### config.mk
export PLATFORM = sky130hd
export DESIGN_NAME = reflet_vga_write_arbiter
export DESIGN_NICKNAME = d
export VERILOG_FILES = /design/src/rtl/reflet_vga_write_arbiter.sv
export SDC_FILE = /design/constraint.sdc
export NUM_CORES = 1
export LEC_CHECK = 0
export ABC_AREA = 1
export BUFFER_PORTS_ARGS = -buffer_cell sky130_fd_sc_hd__buf_4
export CORE_UTILIZATION = 35
export CTS_CLUSTER_SIZE = 8
export DETAILED_ROUTE_END_ITERATION = 16
export PLACE_DENSITY_LB_ADDON = 0.15
export SETUP_SLACK_MARGIN = 0.05
export SLEW_MARGIN = 20
export SYNTH_ARGS = -nofsm -noshare
export SYNTH_HDL_FRONTEND = slang
export SYNTH_SLANG_ARGS = --single-unit
export TNS_END_PERCENT = 5
### constraint.sdc
create_clock -name clk -period 1.4 [get_ports clk]
set_input_delay 0.21 -clock clk [delete_from_list [all_inputs] [get_ports clk]]
set_output_delay 0.21 -clock clk [all_outputs]
set_load 0.05 [all_outputs]
### src/rtl/reflet_vga_write_arbiter.sv
// ---------------------------------------------------------------------------
// reflet_vga_write_arbiter
//
// Shares the single write port of reflet_VGA between two requesters (for
// example a CPU bus bridge and a fill/blit engine). Each requester offers one
// bitmap-pixel or text-cell write at a time. A round-robin arbiter picks one
// command, registers it, holds the matching VGA write strobe for write_hold
// cycles, then optionally idles for gap_cycles before the next grant.
//
// Handshake: a requester raises rN_valid with a stable command and keeps it
// stable until the cycle in which rN_ready is high; the command is taken on
// the clock edge where rN_valid && rN_ready. rN_ready is combinational, only
// ever high in IDLE, never high during reset, and at most one requester sees
// ready in any cycle. Dropping valid before ready is allowed and has no effect.
//
// Ports:
//   clk, reset                  system clock, synchronous active-high reset
//   rN_valid / rN_ready         request handshake, N = 0,1
//   rN_is_txt                   1: text-cell write, 0: bitmap-pixel write
//   rN_h, rN_v                  coordinate of the pixel or cell
//   rN_fg                       {R,G,B,a} foreground
//   rN_bg                       {R,G,B} background (text only)
//   rN_char                     character code (text only)
//   write_bitmap, write_txt     strobes into reflet_VGA (never both high)
//   h_pixel, v_pixel            registered coordinate
//   R_in/G_in/B_in/a_in         registered foreground, unpacked
//   R_bg_in/G_bg_in/B_bg_in     registered background, unpacked
//   char_in                     registered character code
//   busy                        high whenever the arbiter is not IDLE
//   grant_id                    requester of the last accepted command
//   dbg_state_o                 current FSM state (0 IDLE, 1 WRITE, 2 GAP)
// ---------------------------------------------------------------------------
module reflet_vga_write_arbiter #(
  parameter int color_depth = 2,
  parameter int h_bits      = 7,
  parameter int v_bits      = 6,
  parameter int write_hold  = 1,
  parameter int gap_cycles  = 0
) (
  input  logic                     clk,
  input  logic                     reset,

  input  logic                     r0_valid,
  output logic                     r0_ready,
  input  logic                     r0_is_txt,
  input  logic [h_bits-1:0]        r0_h,
  input  logic [v_bits-1:0]        r0_v,
  input  logic [4*color_depth-1:0] r0_fg,
  input  logic [3*color_depth-1:0] r0_bg,
  input  logic [7:0]               r0_char,

  input  logic                     r1_valid,
  output logic                     r1_ready,
  input  logic                     r1_is_txt,
  input  logic [h_bits-1:0]        r1_h,
  input  logic [v_bits-1:0]        r1_v,
  input  logic [4*color_depth-1:0] r1_fg,
  input  logic [3*color_depth-1:0] r1_bg,
  input  logic [7:0]               r1_char,

  output logic                     write_bitmap,
  output logic                     write_txt,
  output logic [h_bits-1:0]        h_pixel,
  output logic [v_bits-1:0]        v_pixel,
  output logic [color_depth-1:0]   R_in,
  output logic [color_depth-1:0]   G_in,
  output logic [color_depth-1:0]   B_in,
  output logic [color_depth-1:0]   a_in,
  output logic [color_depth-1:0]   R_bg_in,
  output logic [color_depth-1:0]   G_bg_in,
  output logic [color_depth-1:0]   B_bg_in,
  output logic [7:0]               char_in,
  output logic                     busy,
  output logic                     grant_id,
  output logic [1:0]               dbg_state_o
);

  localparam int FG_W = 4 * color_depth;
  localparam int BG_W = 3 * color_depth;

  // A zero hold would never strobe, so it is widened to a single cycle.
  localparam int HOLD_EFF = (write_hold < 1) ? 1 : write_hold;

  // One down-counter serves both WRITE and GAP; it only has to reach the
  // larger of the two load values.
  localparam int CNT_MAX = (HOLD_EFF > gap_cycles) ? HOLD_EFF : gap_cycles;
  localparam int CNT_W   = (CNT_MAX <= 1) ? 1 : $clog2(CNT_MAX);

  localparam logic [CNT_W-1:0] HOLD_LOAD = CNT_W'(HOLD_EFF - 1);
  localparam logic [CNT_W-1:0] GAP_LOAD  = (gap_cycles > 0) ? CNT_W'(gap_cycles - 1) : '0;
  localparam logic [CNT_W-1:0] CNT_ONE   = CNT_W'(1);

  typedef enum logic [1:0] {
    ST_IDLE  = 2'd0,
    ST_WRITE = 2'd1,
    ST_GAP   = 2'd2
  } state_e;

  state_e           state_q, state_d;
  logic [CNT_W-1:0] cnt_q, cnt_d;
  logic             ptr_q, ptr_d;

  logic             txt_q, txt_d;
  logic [h_bits-1:0] h_q, h_d;
  logic [v_bits-1:0] v_q, v_d;
  logic [FG_W-1:0]  fg_q, fg_d;
  logic [BG_W-1:0]  bg_q, bg_d;
  logic [7:0]       char_q, char_d;
  logic             gid_q, gid_d;

  logic             pick1;
  logic             can_accept;
  logic             accept;

  // -------------------------------------------------------------------------
  // Arbitration. pick1 selects requester 1: it wins when it is the only one
  // asking, or when both ask and the round-robin pointer favours it.
  // -------------------------------------------------------------------------
  always_comb begin
    pick1      = r1_valid && (!r0_valid || ptr_q);
    can_accept = (state_q == ST_IDLE) && !reset;
    r0_ready   = can_accept && r0_valid && !pick1;
    r1_ready   = can_accept && pick1;
    accept     = r0_ready || r1_ready;
  end

  // -------------------------------------------------------------------------
  // State register
  // -------------------------------------------------------------------------
  always_ff @(posedge clk) begin
    if (reset) begin
      state_q <= ST_IDLE;
      cnt_q   <= '0;
    end else begin
      state_q <= state_d;
      cnt_q   <= cnt_d;
    end
  end

  // -------------------------------------------------------------------------
  // Next-state logic
  // -------------------------------------------------------------------------
  always_comb begin
    state_d = state_q;
    cnt_d   = cnt_q;
    case (state_q)
      ST_IDLE: begin
        if (accept) begin
          state_d = ST_WRITE;
          cnt_d   = HOLD_LOAD;
        end
      end
      ST_WRITE: begin
        if (cnt_q == '0) begin
          if (gap_cycles > 0) begin
            state_d = ST_GAP;
            cnt_d   = GAP_LOAD;
          end else begin
            state_d = ST_IDLE;
          end
        end else begin
          cnt_d = cnt_q - CNT_ONE;
        end
      end
      ST_GAP: begin
        if (cnt_q == '0) begin
          state_d = ST_IDLE;
        end else begin
          cnt_d = cnt_q - CNT_ONE;
        end
      end
      default: begin
        state_d = ST_IDLE;
        cnt_d   = '0;
      end
    endcase
  end

  // -------------------------------------------------------------------------
  // Command register. Loaded only on an accept edge so the VGA inputs stay
  // stable through the strobe and keep their value in IDLE and GAP. The
  // pointer moves to the requester that lost, giving strict alternation
  // under contention.
  // -------------------------------------------------------------------------
  always_comb begin
    ptr_d  = ptr_q;
    gid_d  = gid_q;
    txt_d  = txt_q;
    h_d    = h_q;
    v_d    = v_q;
    fg_d   = fg_q;
    bg_d   = bg_q;
    char_d = char_q;
    if (accept) begin
      ptr_d = !pick1;
      gid_d = pick1;
      if (pick1) begin
        txt_d  = r1_is_txt;
        h_d    = r1_h;
        v_d    = r1_v;
        fg_d   = r1_fg;
        bg_d   = r1_bg;
        char_d = r1_char;
      end else begin
        txt_d  = r0_is_txt;
        h_d    = r0_h;
        v_d    = r0_v;
        fg_d   = r0_fg;
        bg_d   = r0_bg;
        char_d = r0_char;
      end
    end
  end

  always_ff @(posedge clk) begin
    if (reset) begin
      ptr_q  <= 1'b0;
      gid_q  <= 1'b0;
      txt_q  <= 1'b0;
      h_q    <= '0;
      v_q    <= '0;
      fg_q   <= '0;
      bg_q   <= '0;
      char_q <= '0;
    end else begin
      ptr_q  <= ptr_d;
      gid_q  <= gid_d;
      txt_q  <= txt_d;
      h_q    <= h_d;
      v_q    <= v_d;
      fg_q   <= fg_d;
      bg_q   <= bg_d;
      char_q <= char_d;
    end
  end

  // -------------------------------------------------------------------------
  // Outputs. Strobes are decoded from the registered state, so a reset edge
  // drops them immediately and an abandoned command is never replayed.
  // -------------------------------------------------------------------------
  always_comb begin
    write_bitmap = (state_q == ST_WRITE) && !txt_q;
    write_txt    = (state_q == ST_WRITE) && txt_q;
    busy         = (state_q != ST_IDLE);
    grant_id     = gid_q;
    dbg_state_o  = state_q;
    h_pixel      = h_q;
    v_pixel      = v_q;
    char_in      = char_q;
    R_in         = fg_q[4*color_depth-1 -: color_depth];
    G_in         = fg_q[3*color_depth-1 -: color_depth];
    B_in         = fg_q[2*color_depth-1 -: color_depth];
    a_in         = fg_q[color_depth-1:0];
    R_bg_in      = bg_q[3*color_depth-1 -: color_depth];
    G_bg_in      = bg_q[2*color_depth-1 -: color_depth];
    B_bg_in      = bg_q[color_depth-1:0];
  end

endmodule
==> impl_metrics.tcl <==
set metrics [dict create \
    ys_types 14 \
    ir_worst_vdd_mv 0.537 \
    synthesis.nets 451 \
    dieWidth_um 81.1 \
    drt_iter0_markers 95 \
    worstPathArrival_ns 1.24 \
    avgSynthCellArea_um2 5.84 \
    gr-usage-all-layers_pct 19.5 \
    first_pass_iters 4 \
    multi_input_area_um2 1140 \
    worst_slack_ns -0.0494 \
    area_growth_pct 50.4 \
    dieHeight_um 81.1 \
    critPathSlowestCell "dfxtp_4" \
    hold_path.class "in2reg" \
    grt_pass1_vias 2309 \
    critPathMaxStageDelay_ns 0.35 \
    clk_pin_slew_ns 0.07 \
    cp-startpoint "dbg_state_o[0]" \
    reg2reg_from "dbg_state_o[0]" \
    max_freq_ghz 0.690 \
    ys_seq_area_share_pct 35.6 \
    cts_buffer_depth 2 \
    cts_root_buf "clkbuf_8" \
    place_congestion 0.683 \
    crit_buf_inv 2 \
    syn_inst 375 \
    totalWireLength_mm 6.29 \
    cts_buffers 5 \
    vias_per_cell 4.53 \
    syn_area_um2 2190 \
    seq_area_um2 785 \
    n_fill_cell 627 \
    num_antenna_cells 0 \
    grt_pass1_wl_mm 10.0 \
    hp-start "r0_fg[4]" \
    ant_nets 0 \
    dp_cells 551 \
    hold_viol 0 \
    powerDensity_nw_per_um2 1020 \
    worstPathCellList "nor2_4 > nand2_2 > buf_12 > a21oi_4 > buf_6" \
    final_max_slew_viol_count 0 \
    required_ns 1.19 \
    place_ws_ns -0.0101 \
    dieArea_um2 6580 \
    critical_path_class "reg2out" \
    power_mw 3.35 \
    clock_sinks 39 \
    outcome "finished with violations" \
    grt_overflow 0 \
    io_buffers 117 \
    final_cell_count_no_fill 562 \
    rsz0062_at_grt "true" \
    ys_warn_count 0 \
    synth-seq-cells 39 \
    cp_max_fo 2 \
    post_drt_wl_per_cell_um 11.2 \
    antenna_found_initial 0 \
    cp-end-kind "output pin" \
    dpl.hpwl_mm 4.48 \
    cts_tree "done" \
    drv_cap 0 \
    finClkSkew_ns 0.00591 \
    fin_crit_ns 1.45 \
    drc_errors 0 \
    num_rows 28 \
    crit_family "flip-flops" \
    period_share_pct 104 \
    start_kind "register" \
    violations "negative setup slack" \
    vias 2546 \
    initial_utilization_pct 36.6 \
    final-setup-viol-count 2 \
    worstSkewPairLatency_ns 0.28 \
    fin_tns_setup_ns -0.0847 \
    grt_max_degree 37 \
    pin_count 119 \
    drive_above_1_share_pct 30.2 \
    fin_nets 562 \
    coreArea_um2 5990 \
    power_leakage_nw 1.86 \
    hold_ws_ns 0.223 \
    cts-htree-levels 2 \
]
cell families after synthesis:
kind of cell / Yosys count / share of synthesized area (%)
flops: 39 / 35.6
buf+inv: 70 / 14.3
simple gates: 263 / 49.4
other cells: 1 / 0.171
compound gates: 2 / 0.457
registers in the layout, indices dropped and copies added, names as in the netlist:
name,count
grant_id,1
ptr_q,1
v_pixel,6
bg_q,6
fg_q,8
h_pixel,7
char_in,8
dbg_state_o,1
txt_q,1
layout by cell type (no fill, tap or decap):
master / count
nand2_4: 1
buf_8: 1
clkbuf_1: 2
clkbuf_8: 5
buf_12: 2
buf_6: 3
dfxtp_4: 1
a21oi_1: 1
nor2_1: 72
nand3_1: 73
clkinv_2: 1
buf_4: 126
dfxtp_1: 38
conb_1: 1
nand3_4: 1
inv_1: 40
a21oi_4: 1
inv_2: 1
inv_6: 1
nor2_4: 1
nor2_2: 1
nand2_2: 1
nand2_1: 113
layout make-up:
cell class,instances,share of cell area (%)
sequential,39,23.8
clock buffer,7,2.32
clock inverter,1,0.152
timing repair buffer,132,31.4
multi-input combinational,266,34.5
inverter,42,4.94
tap,75,2.85
per-stage QoR:
stage               utilization (%)  instance area (um2)
finish                         55.0                 3290
global route                   55.0                 3290
CTS                            54.8                 3280
detailed placement             52.1                 3120
global placement               52.1                 3120
floorplan                         -                 2210
repair_timing:
item,4_1_cts,5_1_grt
gates resized for setup,14,4
hold buffers,0,0
pin swaps,1,0
buffers inserted,3,0
endpoints found under the setup margin,38,7
where the power goes:
group          switching, mW  leakage, nW  total [mW]  internal [mW]
logic                  0.841         1.50        1.34          0.502
registers             0.0607        0.323        1.28           1.22
clock network          0.378       0.0422       0.728          0.350
worst min-delay path, cell delays in order:
cell     delay [ns]
buf_4          0.08
nand2_1        0.04
nand2_1        0.05
nor2_1         0.04
nor2_1         0.06
cells in the mapped netlist:
cell type | count | share of area (%)
a21oi_1 | 2 | 0.46
buf_1 | 1 | 0.17
buf_2 | 14 | 3.2
buf_4 | 5 | 1.7
buf_6 | 2 | 1.0
clkbuf_1 | 6 | 1.0
conb_1 | 1 | 0.17
dfxtp_1 | 39 | 36
inv_1 | 41 | 7.0
inv_2 | 1 | 0.17
nand2_1 | 115 | 20
nand3_1 | 74 | 17
nor2_1 | 73 | 13
nor2_2 | 1 | 0.29
path summary, 6_finish.rpt:
kind	end	slack, ns	cells after the start
max reg2reg	char_in[5]	0.15	7
min reg2reg	grant_id	0.47	2
max	r0_ready	-0.05	5
min	fg_q[4]	0.22	5
layer usage:
metal | share of wire (%) | global-route usage [%] | routed length [um]
met1 | 43 | 22.4 | 2710
met2 | 49 | 36.2 | 3090
met5 | 0 | 0 | 0
met4 | 0.95 | 3.93 | 60
met3 | 6.9 | 4.94 | 435
Power figures use the tool's default switching activity.
